--- src/rtl/mixer_pkg.sv ---
// rtl/mixer_pkg.sv - shared FSM type, default X-quad mixing table and clamp helper
// Contents:
//   fsm_state_t  : arming state machine encoding
//   X_QUAD_COEF  : default 4-motor table, per motor {yaw, roll, pitch}, motor 0 in LSBs
//   sat_clamp()  : saturate an integer into [lo, hi]
package mixer_pkg;

  typedef enum logic [1:0] {
    DISARMED = 2'd0,
    ARMED    = 2'd1,
    FAILSAFE = 2'd2
  } fsm_state_t;

  // Coefficients are signed 4-bit in units of 1/4: 4'h4 = +1.0, 4'hC = -1.0.
  // M0 (p+,r-,y+), M1 (p+,r+,y-), M2 (p-,r+,y+), M3 (p-,r-,y-).
  localparam logic [47:0] X_QUAD_COEF = {12'hCCC, 12'h44C, 12'hC44, 12'h4C4};

  function automatic int sat_clamp(input int v, input int lo, input int hi);
    if (v < lo) return lo;
    if (v > hi) return hi;
    return v;
  endfunction

endpackage

--- src/rtl/mixer_pwm_out.sv ---
// rtl/mixer_pwm_out.sv - shared PWM counter, wrap-committed duty registers, comparators
// Ports:
//   clk, rst_n  : clock, asynchronous active-low reset
//   shadow      : NUM_MOTORS*CMD_W staged duties from the mixer, motor 0 in LSBs
//   pass_done   : pulse, all shadows of a mixing pass are written
//   force_zero  : pulse, drop every active duty to 0 now and cancel a pending commit
//   active      : NUM_MOTORS*CMD_W duties currently driving the comparators
//   pwm         : NUM_MOTORS registered PWM outputs
module mixer_pwm_out #(
  parameter int NUM_MOTORS = 4,
  parameter int CMD_W      = 8
) (
  input  logic                        clk,
  input  logic                        rst_n,
  input  logic [NUM_MOTORS*CMD_W-1:0] shadow,
  input  logic                        pass_done,
  input  logic                        force_zero,
  output logic [NUM_MOTORS*CMD_W-1:0] active,
  output logic [NUM_MOTORS-1:0]       pwm
);

  logic [CMD_W-1:0] counter;
  logic             commit_pending;
  logic             wrap;

  assign wrap = (counter == {CMD_W{1'b1}});

  always_ff @(posedge clk or negedge rst_n) begin
    if (!rst_n) counter <= '0;
    else        counter <= counter + 1'b1;
  end

  // Duties only change on the wrap edge so no period is ever cut short or stretched;
  // force_zero is the one exception and takes priority over everything.
  always_ff @(posedge clk or negedge rst_n) begin
    if (!rst_n) begin
      active         <= '0;
      commit_pending <= 1'b0;
    end else if (force_zero) begin
      active         <= '0;
      commit_pending <= 1'b0;
    end else begin
      if (wrap && commit_pending) begin
        active         <= shadow;
        commit_pending <= 1'b0;
      end
      if (pass_done) commit_pending <= 1'b1;
    end
  end

  // Registered compare keeps the motor pins free of comparator glitches.
  always_ff @(posedge clk or negedge rst_n) begin
    if (!rst_n) begin
      pwm <= '0;
    end else begin
      for (int k = 0; k < NUM_MOTORS; k++) pwm[k] <= (counter < active[k*CMD_W +: CMD_W]);
    end
  end

endmodule

--- src/rtl/multirotor_mixer.sv ---
// rtl/multirotor_mixer.sv - pilot command mixer with arming FSM, failsafe watchdog and PWM outputs
// Ports:
//   clk, rst_n               : clock, asynchronous active-low reset
//   throttle                 : CMD_W unsigned throttle
//   pitch, roll, yaw         : CMD_W signed attitude commands, 0 = centre
//   cmd_valid                : one-cycle strobe, command inputs valid
//   arm_req                  : level, pilot arm switch
//   motor_pwm                : NUM_MOTORS PWM outputs
//   motor_cmd                : NUM_MOTORS*CMD_W active duties, motor 0 in LSBs
//   armed, failsafe          : FSM state flags
module multirotor_mixer
  import mixer_pkg::*;
#(
  parameter int                              NUM_MOTORS      = 4,
  parameter int                              CMD_W           = 8,
  parameter int                              COEF_W          = 4,
  parameter logic [NUM_MOTORS*3*COEF_W-1:0] MIX_COEF        = X_QUAD_COEF,
  parameter int                              IDLE_CMD        = 8,
  parameter int                              ARM_THR_MAX     = 16,
  parameter int                              FAILSAFE_CYCLES = 1_000_000
) (
  input  logic                        clk,
  input  logic                        rst_n,
  input  logic [CMD_W-1:0]            throttle,
  input  logic [CMD_W-1:0]            pitch,
  input  logic [CMD_W-1:0]            roll,
  input  logic [CMD_W-1:0]            yaw,
  input  logic                        cmd_valid,
  input  logic                        arm_req,
  output logic [NUM_MOTORS-1:0]       motor_pwm,
  output logic [NUM_MOTORS*CMD_W-1:0] motor_cmd,
  output logic                        armed,
  output logic                        failsafe
);

  localparam int ACC_W   = CMD_W + COEF_W + 2;
  localparam int IDX_W   = $clog2(NUM_MOTORS);
  localparam int WD_W    = $clog2(FAILSAFE_CYCLES + 1);
  localparam int CMD_MAX = (1 << CMD_W) - 1;

  fsm_state_t                  state, state_nx;
  logic [WD_W-1:0]             wdog;
  logic                        wd_expired;
  logic [CMD_W-1:0]            cap_thr, cap_pitch, cap_roll, cap_yaw;
  logic                        busy;
  logic [IDX_W-1:0]            idx;
  logic [NUM_MOTORS*CMD_W-1:0] shadow;
  logic                        pass_done;
  logic                        leave_armed;
  logic [COEF_W-1:0]           cp, cr, cy;
  logic signed [ACC_W-1:0]     ecp, ecr, ecy, ep, er, ey;
  logic signed [ACC_W-1:0]     acc, acc_q4, sum;
  logic [CMD_W-1:0]            duty;

  // ---------------- input capture and watchdog ----------------
  assign wd_expired = (wdog == WD_W'(FAILSAFE_CYCLES));

  always_ff @(posedge clk or negedge rst_n) begin
    if (!rst_n) begin
      cap_thr   <= '0;
      cap_pitch <= '0;
      cap_roll  <= '0;
      cap_yaw   <= '0;
      wdog      <= '0;
    end else begin
      if (cmd_valid) begin
        cap_thr   <= throttle;
        cap_pitch <= pitch;
        cap_roll  <= roll;
        cap_yaw   <= yaw;
        wdog      <= '0;
      end else if (!wd_expired) begin
        wdog <= wdog + 1'b1;
      end
    end
  end

  // ---------------- FSM ----------------
  always_ff @(posedge clk or negedge rst_n) begin
    if (!rst_n) state <= DISARMED;
    else        state <= state_nx;
  end

  always_comb begin
    state_nx = state;
    case (state)
      DISARMED: if (cmd_valid && arm_req && (int'(throttle) <= ARM_THR_MAX)) state_nx = ARMED;
      ARMED: begin
        if (!arm_req)                     state_nx = DISARMED;
        else if (wd_expired && !cmd_valid) state_nx = FAILSAFE;
      end
      FAILSAFE: if (cmd_valid && !arm_req) state_nx = DISARMED;
      default:  state_nx = DISARMED;
    endcase
  end

  assign leave_armed = (state == ARMED) && (state_nx != ARMED);
  assign armed       = (state == ARMED);
  assign failsafe    = (state == FAILSAFE);

  // ---------------- time-shared mix datapath (motor idx) ----------------
  always_comb begin
    cp  = MIX_COEF[int'(idx)*3*COEF_W            +: COEF_W];
    cr  = MIX_COEF[int'(idx)*3*COEF_W + COEF_W   +: COEF_W];
    cy  = MIX_COEF[int'(idx)*3*COEF_W + 2*COEF_W +: COEF_W];
    ecp = {{(ACC_W-COEF_W){cp[COEF_W-1]}}, cp};
    ecr = {{(ACC_W-COEF_W){cr[COEF_W-1]}}, cr};
    ecy = {{(ACC_W-COEF_W){cy[COEF_W-1]}}, cy};
    ep  = {{(ACC_W-CMD_W){cap_pitch[CMD_W-1]}}, cap_pitch};
    er  = {{(ACC_W-CMD_W){cap_roll[CMD_W-1]}}, cap_roll};
    ey  = {{(ACC_W-CMD_W){cap_yaw[CMD_W-1]}}, cap_yaw};
    acc = ecp*ep + ecr*er + ecy*ey;
    // Kept as its own step so the shift stays in a signed (arithmetic, floor) context.
    acc_q4 = acc >>> 2;
    sum    = acc_q4 + {{(ACC_W-CMD_W){1'b0}}, cap_thr};
    // Armed is checked per motor, so a disarm mid-pass zeroes the remaining motors.
    duty   = (state == ARMED) ? CMD_W'(sat_clamp(int'(sum), IDLE_CMD, CMD_MAX)) : '0;
  end

  assign pass_done = busy && (idx == IDX_W'(NUM_MOTORS - 1));

  // A cmd_valid arriving while busy only refreshes the capture registers.
  always_ff @(posedge clk or negedge rst_n) begin
    if (!rst_n) begin
      busy   <= 1'b0;
      idx    <= '0;
      shadow <= '0;
    end else begin
      if (busy) begin
        shadow[int'(idx)*CMD_W +: CMD_W] <= duty;
        if (pass_done) begin
          busy <= 1'b0;
          idx  <= '0;
        end else begin
          idx <= idx + 1'b1;
        end
      end else if (cmd_valid) begin
        busy <= 1'b1;
        idx  <= '0;
      end
      if (leave_armed) shadow <= '0;
    end
  end

  mixer_pwm_out #(
    .NUM_MOTORS (NUM_MOTORS),
    .CMD_W      (CMD_W)
  ) u_pwm_out (
    .clk        (clk),
    .rst_n      (rst_n),
    .shadow     (shadow),
    .pass_done  (pass_done),
    .force_zero (leave_armed),
    .active     (motor_cmd),
    .pwm        (motor_pwm)
  );

endmodule
--- config.mk ---
export PLATFORM = sky130hd
export DESIGN_NAME = multirotor_mixer
export DESIGN_NICKNAME = d
export VERILOG_FILES = /design/src/rtl/mixer_pkg.sv /design/src/rtl/mixer_pwm_out.sv /design/src/rtl/multirotor_mixer.sv
export SDC_FILE = /design/constraint.sdc
export NUM_CORES = 1
export LEC_CHECK = 0
export CORE_MARGIN = 2
export CORE_UTILIZATION = 35
export DETAILED_ROUTE_END_ITERATION = 10
export GPL_TIMING_DRIVEN = 0
export SKIP_CTS_REPAIR_TIMING = 1
export SLEW_MARGIN = 20
export SYNTH_ARGS = -nofsm -noshare
export SYNTH_HDL_FRONTEND = slang
export SYNTH_SLANG_ARGS = --single-unit
--- constraint.sdc ---
create_clock -name clk -period 6.4 [get_ports clk]
set_input_delay 0.96 -clock clk [delete_from_list [all_inputs] [get_ports clk]]
set_output_delay 0.96 -clock clk [all_outputs]
set_load 0.005 [all_outputs]
Yosys cells after proc, flatten, opt, wreduce, memory -nomap -nowiden
Cells that the tools add are included.
Widths: inputs -> output; s select.
{"block": "word_totals", "ram_bits": 0, "wordCells": 88, "input_bits": 36, "latchBits": 0, "rom_bits": 0, "mem_count": 0, "reg_bits": 134}
{"block": "classes", "n_lt_le_gt_ge": 7, "multipliers": 4, "add_sub_neg": 9, "muxes": 29, "bitwise": 0, "reduce_logical": 14, "shift": 5, "div": 0, "n_eq_ne": 7}
{"operator": "$mux 32", "count": 4}
{"operator": "$shiftx 48x32->4 const A", "count": 1}
{"operator": "$shiftx 48x7->4 const A", "count": 1}
{"operator": "$shiftx 48x8->4 const A", "count": 1}
{"operator": "$mux 20", "count": 2}
{"operator": "$mul 4x8->12", "count": 3}
{"operator": "$neg 5->33", "count": 1}
{"operator": "$shift 8x33->32 const A", "count": 1}
{"operator": "$shiftx 8x33->32", "count": 1}
{"operator": "$add 32x4->32 const B", "count": 1}
{"operator": "$bwmux 32", "count": 1}
{"operator": "$lt 8x8->1", "count": 4}
{"operator": "$mux 8", "count": 4}
{"operator": "$add 20x1->20 const B", "count": 1}
{"operator": "$eq 20x20->1 const B", "count": 1}
{"operator": "$add 13x12->14", "count": 1}
{"operator": "$mux 2", "count": 7}
{"operator": "$add 12x12->13", "count": 1}
{"operator": "$add 12x9->13", "count": 1}
{"operator": "$gt 13x9->1 const B", "count": 1}
{"operator": "$lt 13x5->1 const B", "count": 1}
{"operator": "$mux 1", "count": 9}
{"operator": "$add 8x1->8 const B", "count": 1}
{"operator": "$eq 8x8->1 const B", "count": 1}
{"operator": "15 further kinds", "count": 25}

Longest topological paths before layout
Gate-level depths: netlist of run 1.
{"block": "logic_depth", "word_depth": 17, "mapped_depth": 28}

By module
Synthesis of run 1 repeated with hierarchy kept, for this count alone.
{"block": "unflattened", "hier_cells": 879, "hier_area_um2": 8963.6}
{"module": "multirotor_mixer", "area_per_inst_um2": 6557.5, "instances": 1, "seq_area_each_um2": 2227.1, "cells_per_inst": 615}
{"module": "mixer_pwm_out", "area_per_inst_um2": 2406.1, "instances": 1, "seq_area_each_um2": 1126.1, "cells_per_inst": 264}

Worst setup path after synthesis of run 1
No wires, ideal clock.
{"block": "synth_timing", "path_kind": "reg2reg", "startpoint": "reg idx[0]", "endpoint": "reg shadow[2]", "setup_slack_ns": -0.716, "arrival_ns": 6.995, "stages_incl_launch_ff": 29, "setup_ns": 0.121, "required_time_ns": 6.279, "synth_period_minus_slack_ns": 7.116, "path_cell_list": "dfrtp_1 inv_1 clkbuf_1 ha_1 clkbuf_1 nor2_1 ha_1 inv_1 fa_1 fa_1 fa_1 fa_1 inv_1 ha_1 ha_1 o21ai_0 or2_2 nand2b_1 a21oi_1 xnor2_1 ha_1 o21a_1 o21ai_0 a31oi_1 a211oi_1 mux2_2 a32o_2 a21bo_2 a22o_1"}
{"block": "synth_via", "elab_chain_len": 17, "elab_cells_between_ends": 28, "cone_classes": "add/sub (6); mul (4); order compare (2); shift (5); mux (11)"}
{"item": "start: declaration", "line_no": "multirotor_mixer.sv:46", "rtl": "logic [IDX_W-1:0] idx;"}
{"item": "start signal: assignment", "line_no": "multirotor_mixer.sv:135", "rtl": "idx <= idx + 1'b1;"}
{"item": "$mul 2x2->4", "line_no": "multirotor_mixer.sv:103, multirotor_mixer.sv:104, multirotor_mixer.sv:105"}
{"item": "$add 32x4->32", "line_no": "multirotor_mixer.sv:104", "rtl": "cr = MIX_COEF[int'(idx)*3*COEF_W + COEF_W +: COEF_W];"}
{"item": "$shiftx 48x32->4", "line_no": "multirotor_mixer.sv:104"}
{"item": "$mul 4x8->12", "line_no": "multirotor_mixer.sv:112", "rtl": "acc = ecp*ep + ecr*er + ecy*ey;"}
{"item": "$add 12x12->13", "line_no": "multirotor_mixer.sv:112"}
{"item": "$add 13x12->14", "line_no": "multirotor_mixer.sv:112"}
{"item": "$add 12x9->13", "line_no": "multirotor_mixer.sv:115", "rtl": "sum = acc_q4 + {{(ACC_W-CMD_W){1'b0}}, cap_thr};"}
{"item": "$gt 13x9->1 or $lt 13x5->1 (tied branches)", "line_no": "mixer_pkg.sv:20, mixer_pkg.sv:19"}
{"item": "$mux 1 or $mux 4 (tied branches)", "line_no": "mixer_pkg.sv:20, mixer_pkg.sv:19"}
{"item": "$mux 1 or $mux 8 (tied branches)", "line_no": "mixer_pkg.sv:20", "rtl": "if (v > hi) return hi;"}
{"item": "$mux 8", "line_no": "mixer_pkg.sv:21", "rtl": "return v;"}
{"item": "$mux 8", "line_no": "mixer_pkg.sv:20"}
{"item": "$mux 8", "line_no": "multirotor_mixer.sv:117", "rtl": "duty = (state == ARMED) ? CMD_W'(sat_clamp(int'(sum), IDLE_CMD, CMD_MAX)) : '0;"}
{"item": "$shiftx 8x33->32", "line_no": "multirotor_mixer.sv:130", "rtl": "shadow[int'(idx)*CMD_W +: CMD_W] <= duty;"}
{"item": "$bwmux 32 (*)", "line_no": "multirotor_mixer.sv:130"}
{"item": "$mux 32 (*)", "line_no": "multirotor_mixer.sv:129", "rtl": "if (busy) begin"}
{"item": "$mux 32 (*)", "line_no": "multirotor_mixer.sv:141", "rtl": "if (leave_armed) shadow <= '0;"}
{"item": "end signal: indexed assignment", "line_no": "multirotor_mixer.sv:130"}
{"item": "end: declaration", "line_no": "multirotor_mixer.sv:47", "rtl": "logic [NUM_MOTORS*CMD_W-1:0] shadow;"}
Every way passes the cells marked *; elsewhere a longest branch is shown, timed or not. The select of a mux whose other input is x is not followed.
A chain may end at the register's enable or synchronous reset.

Worst setup path after layout of run 1
Same ends and word-level chain as after synthesis.

==> results of run 1 <==
## cells by family (layout without fill, tap and decap cells)
| logic type | after synthesis | in the layout | share of synthesized area |
|---|---|---|---|
| flip-flops | 134 | 134 | 0.375 |
| AND/OR/NAND/NOR | 235 | 235 | 0.131 |
| AO/OA/AOI/OAI | 156 | 156 | 0.124 |
| multiplexers | 34 | 34 | 0.0425 |
| buffers and inverters | 129 | 253 | 0.0553 |
| XOR/XNOR | 43 | 43 | 0.0421 |
| other | 1 | 1 | 0.000419 |
| adder cells (fa/ha/maj) | 143 | 143 | 0.231 |
## layout by cell type, fill, tap and decap left out, drive strengths merged, types with 4 or more instances in the layout
| cell | count |
|---|---|
| dfrtp | 134 |
| inv | 115 |
| ha | 106 |
| nand2 | 84 |
| clkdlybuf4s50 | 72 |
| nor2 | 59 |
| a21oi | 58 |
| fa | 37 |
| mux2 | 32 |
| clkbuf | 32 |
| buf | 27 |
| a221o | 26 |
| xor2 | 22 |
| xnor2 | 21 |
| a21o | 17 |
| o21ai | 17 |
| nor2b | 15 |
| nand3 | 13 |
| and2 | 13 |
| and3 | 10 |
| nand4 | 8 |
| nand2b | 8 |
| a211oi | 7 |
| nor3 | 6 |
| a22o | 6 |
| nor4 | 5 |
| a31oi | 4 |
| o2bb2ai | 4 |
| or3 | 4 |
## how the worst min path moves through the flow
stage                               from              endpoint  slack (ns)  depth (start not counted)
global placement              shadow[24]            shadow[24]        0.50                          1
CTS                                rst_n   u_pwm_out.active[6]        0.43                          1
finish                             rst_n   u_pwm_out.active[6]        0.43                          1
global route                       rst_n   u_pwm_out.active[3]        0.45                          1
detailed placement             shadow[1]             shadow[1]        0.50                          1
floorplan           u_pwm_out.counter[0]  u_pwm_out.counter[0]        0.46                          1
## sequential cells by signal, indices dropped and copies added, names as in the netlist, 8 cells and up
| name | cells |
|---|---|
| u_pwm_out.counter | 8 |
| wdog | 20 |
| cap_pitch | 8 |
| u_pwm_out.active | 32 |
| cap_yaw | 8 |
| shadow | 32 |
| cap_roll | 8 |
| cap_thr | 8 |
## layout make-up
| type | instances | area share |
|---|---|---|
| buffer | 20 | 0.00954 |
| multi-input combinational | 612 | 0.485 |
| inverter | 108 | 0.0364 |
| tap | 330 | 0.0366 |
| clock inverter | 14 | 0.0143 |
| sequential | 134 | 0.297 |
| timing repair buffer | 93 | 0.0814 |
| clock buffer | 18 | 0.0389 |
## metrics by stage
step	cells	TNS [ns]
after global placement	1278	-182.82
after floorplan	875	0
after CTS	1311	-20.26
after detailed placement	1279	-18.81
final	1329	-4.52
after global routing	1329	-11.82
## routing by layer
layer / GRT usage / wire length, µm
met1: 0.192 / 9070
met5: 0 / 0
met4: 0.0395 / 302
met3: 0.0298 / 575
met2: 0.265 / 9590
## critical path, delay by kind of cell (launching register included)
kind                       cells  cell delay, ns
AOI/OAI and AO/OA              9            1.45
adders and majority gates      9            3.24
muxes                          1            0.19
xor gates and xnor gates       1            0.19
buffers and inverters          4            0.34
and+or+nand+nor                4            0.63
DFF                            1            0.44
==> impl_results.md, run 1 <==
- Status: complete, but fails checks
- Failing checks: negative setup slack
- Clock Skews: 0.0104 ns
- Max incr delay on CP: 0.54 ns
- Ys Warns: 0
- Post-route cell area: 11300 µm²
- Critical path origin: idx[0]
- Count leader, synth: dfrtp_1
- Detail Placement HPWL: 14.9 mm
- Setup crit start kind: flip-flop
- Crit-path slowest cell: fa_1
- I/O Buffers: 73
- Worst hold margin: 0.427 ns
- Synth top area share: 0.375
- Die Width: 164 µm
- FF/Latch Area: 3360 µm²
- Number of synthesized flops with an enable pin: 0
- WL/cell: 14.7 µm
- DR vias/cell: 4.87
- IO Count: 74
- First-pass GRT wire length: 32.2 mm
- Setup crit end kind: flip-flop
- Crit-path max FO: 8
- CP dominant cell by count: fa_1
- R2R Setup Slk: -0.20 ns
- Min-delay worst type: in2async
- First-pass detailed-route iteration total: 4
- Footprint of the multi-input gates: 5480 µm²
- Placed inst area: 10300 µm²
- Initial antenna violation count: 0
- Max-cap viol count: 0
- Die Height: 164 µm
- DRT antenna net count: 0
- Final net count: 1165
- Starting density of the core: 0.356
- Post-Route WL: 19.5 mm
- Worst r2r dst: shadow[2]
- Synth Cell Area: 8950 µm²
- N_diodes: 0
- Worst-Margin Slew: 0.694 ns
- Dominant synthesized flop cell: dfrtp_1
- RSZ-0062 raised after global routing: true
- Top cell types by occurrence after synthesis: dfrtp_1 (134), inv_1 (107), ha_1 (106), nand2_1 (84), nor2_1 (59)
- Synth unique cells: 62
- P&R area growth vs syn: 26.0%
- Total number of vias: 6476
- CTS tree: done
- Clock Pin Slew Worst Setup and Hold Paths: 0.07 ns
- Worst EP arrival: 6.91 ns
- Layout cells sized above 1: 0.156
- Max Slew Vio Count: 0
- Clk_lat worst skew: 0.43 ns
- Clock Sinks: 134
- Row count: 58
- R2R depth: 28
- Core area: 25200 µm²
- Post-synthesis sequential area ratio: 0.375
- Max Clock Freq: 152 MHz
- # setup viols final: 32
- Final min period: 6.60 ns
- Crit path to: shadow[2]
- Hold Fails Final Rpt: 0
- Worst endpoint required time: 6.71 ns
- FF+latch count, synth: 134
- Ranking of synthesized cells by area: dfrtp_1 (37%), ha_1 (15%), fa_1 (8.3%)
- Syn Area/Cell: 10.2 µm²
- Final worst path period share: 1.03
- Final worst slack: -0.199 ns
- CTS Buf Count: 17
- Iter 0 DRT Violations: 264
- Number of global-route vias before repair: 6470
- Setup CP Type: reg2reg
- H-tree depth: 4
- Post-synth top area cell: dfrtp_1
- Syn Nets: 1054
- GP Congestion: 0.813
- Fillers: 2367
- # DRC: 0
- Syn Inst Count: 875
- Worst R2R Start: idx[0]
- Total congestion overflow: 0
- Layout Utilization: 0.448
- Post-synth ARST share: 1.00
- Die outline area: 26900 µm²
- Max_slew headroom: 0.537
- Total Routing Usage GR: 0.152
- Pin count of the biggest net entering global routing: 90
- Clock buffer depth: 2
- Root buf cell: clkbuf_16
- Setup WS pre-CTS: -0.811 ns
Power of run 1 is left out: the tool's default activity adds up to more than one toggle a clock period on the data nets, which glitch-free logic cannot reach.
==> inputs of run 2 (changes only) <==
--- a/config.mk
+++ b/config.mk
@@ -7,6 +7,7 @@
 export LEC_CHECK = 0
 export CORE_MARGIN = 2
 export CORE_UTILIZATION = 35
+export CTS_CLUSTER_SIZE = 14
 export DETAILED_ROUTE_END_ITERATION = 10
 export GPL_TIMING_DRIVEN = 0
 export SKIP_CTS_REPAIR_TIMING = 1
==> results of run 2 <==
No change in the layout: final DEF, timing and power equal those of run 1.
Power of run 2 is left out for the same reason.
==> inputs of run 3 (changes only) <==
--- a/config.mk
+++ b/config.mk
@@ -7,11 +7,9 @@
 export LEC_CHECK = 0
 export CORE_MARGIN = 2
 export CORE_UTILIZATION = 35
-export CTS_CLUSTER_SIZE = 14
 export DETAILED_ROUTE_END_ITERATION = 10
 export GPL_TIMING_DRIVEN = 0
 export SKIP_CTS_REPAIR_TIMING = 1
-export SLEW_MARGIN = 20
 export SYNTH_ARGS = -nofsm -noshare
 export SYNTH_HDL_FRONTEND = slang
 export SYNTH_SLANG_ARGS = --single-unit
==> impl_results.md, run 3 (synthesis results as in run 1) <==
- Commonest non-fill, non-tap cell in the layout: dfrtp_1 (unchanged)
- Clock Skews: 0.0104 ns (about the same)
- DR vias/cell: 4.87 (unchanged)
- Setup CP Type: reg2reg (unchanged)
- Setup crit start kind: flip-flop (unchanged)
- Initial antenna violation count: 0 (unchanged)
- Clock Pin Slew Worst Setup and Hold Paths: 0.07 ns (about the same)
- RSZ-0062 raised after global routing: true (unchanged)
- Largest registers: shadow x32, u_pwm_out.active x32, wdog x20 (unchanged)
- First-pass GRT wire length: 32.2 mm (unchanged)
- Die outline area: 26900 µm² (unchanged)
- DRT antenna net count: 0 (unchanged)
- Final net count: 1165 (unchanged)
- Crit-path slowest cell: fa_1 (unchanged)
- First-pass detailed-route iteration total: 4 (unchanged)
- Die Height: 164 µm (unchanged)
- Clock Sinks: 134 (unchanged)
- Pin count of the biggest net entering global routing: 90 (unchanged)
- Core area: 25200 µm² (unchanged)
- Starting density of the core: 0.356 (unchanged)
- Met2 wire len: 9.59 mm (unchanged)
- Max Clock Freq: 152 MHz (unchanged)
- Worst endpoint required time: 6.71 ns (about the same)
- CTS tree: done (unchanged)
- P&R area growth vs syn: 26.0% (about the same)
- Layout cells sized above 1: 0.156 (unchanged)
- GP Congestion: 0.813 (unchanged)
- # setup viols final: 32 (unchanged)
- Top Layer Used: met4 (unchanged)
- I/O Buffers: 73 (unchanged)
- N_diodes: 0 (unchanged)
- Max-cap viol count: 0 (unchanged)
- Worst-Margin Slew: 0.694 ns (unchanged)
- Worst EP arrival: 6.91 ns (about the same)
- Number of global-route vias before repair: 6470 (unchanged)
- CTS Buf Count: 17 (unchanged)
- WL/cell: 14.7 µm (unchanged)
- Final worst path period share: 1.03 (unchanged)
- Failing checks: negative setup slack (unchanged)
- Non-Filler Instances: 1329 (unchanged)
- Hold Fails Final Rpt: 0 (unchanged)
- Die Width: 164 µm (unchanged)
- M1 WL: 9.07 mm (unchanged)
- Post-route cell area: 11300 µm² (about the same)
- Final worst slack: -0.199 ns (unchanged)
- Root buf cell: clkbuf_16 (unchanged)
- Placed cells: 1279 (unchanged)
- Layout Utilization: 0.448 (about the same)
- Crit-path max FO: 8 (unchanged)
- Most frequent cells in the layout: dfrtp_1 (132), inv_1 (104), ha_1 (88) (unchanged)
- CP dominant cell by count: fa_1 (unchanged)
- IO Count: 74 (unchanged)
- Detail Placement HPWL: 14.9 mm (about the same)
- Total number of vias: 6476 (unchanged)
- Max_slew headroom: 0.537 (unchanged)
- H-tree depth: 4 (unchanged)
- Fillers: 2369 (was 2367)
- Placed inst area: 10300 µm² (about the same)
- Final min period: 6.60 ns (unchanged)
- Min-delay worst type: in2async (unchanged)
- Total congestion overflow: 0 (unchanged)
- Clock buffer depth: 2 (unchanged)
- Row count: 58 (unchanged)
- Status: complete, but fails checks (unchanged)
- Max Slew Vio Count: 0 (unchanged)
- Max incr delay on CP: 0.54 ns (about the same)
- Post-Route WL: 19.5 mm (unchanged)
- WL met3: 576 µm (was 575 µm)
- Total Routing Usage GR: 0.152 (unchanged)
- Clk_lat worst skew: 0.43 ns (about the same)
- Iter 0 DRT Violations: 264 (unchanged)
- Setup WS pre-CTS: -0.811 ns (unchanged)
- Setup crit end kind: flip-flop (unchanged)
- # DRC: 0 (unchanged)
run 3: cell counts in the layout (fill, tap and decap cells not counted):
Identical to the previous run, type by type.
run 3: worst max-delay path: cells and delay by family, from the launching register on:
kind | cells | cell delay (ns)
adder cells (fa/ha/maj) | 9 | 3.24
AO/OA/AOI/OAI | 9 | 1.45
AND/OR/NAND/NOR | 4 | 0.63
flip-flops | 1 | 0.44
buffers and inverters | 4 | 0.34
XOR/XNOR | 1 | 0.19
multiplexers | 1 | 0.19
run 3: metrics by stage:
step | setup TNS, ns | hold WS, ns
2_1_floorplan | 0 | 0.463
3_3_place_gp | -182.82 | 0.504
3_5_place_dp | -18.81 | 0.502
4_1_cts | -20.26 | 0.474
5_1_grt | -11.82 | 0.498
6_report | -4.52 | 0.464
run 3: path summary, 6_finish.rpt:
check                      startpoint  cells past startpoint                  end  slack [ns]
setup reg to reg               idx[0]                     28            shadow[2]       -0.20
hold reg to reg             shadow[1]                      1            shadow[1]        0.51
hold / removal                  rst_n                      1  u_pwm_out.active[6]        0.46
min in group clk            shadow[1]                      1            shadow[1]        0.51
setup / recovery               idx[0]                     28            shadow[2]       -0.20
max in group asynchronous       rst_n                      2               idx[1]        5.11
run 3: layout make-up:
type / instances / area, µm² / area share
multi-input combinational: 612 / 5480 / 0.486
sequential: 134 / 3360 / 0.298
timing repair buffer: 93 / 915 / 0.0811
clock buffer: 18 / 439 / 0.0389
tap: 330 / 413 / 0.0366
inverter: 108 / 410 / 0.0364
clock inverter: 14 / 161 / 0.0143
buffer: 20 / 108 / 0.00954
run 3: layer usage:
layer | vias to the layer above | GRT usage
li1 | 3217 | -
met1 | 3147 | 0.192
met2 | 96 | 0.265
met3 | 16 | 0.0298
met4 | 0 | 0.0395
met5 | - | 0
Power of run 3 is left out for the same reason.
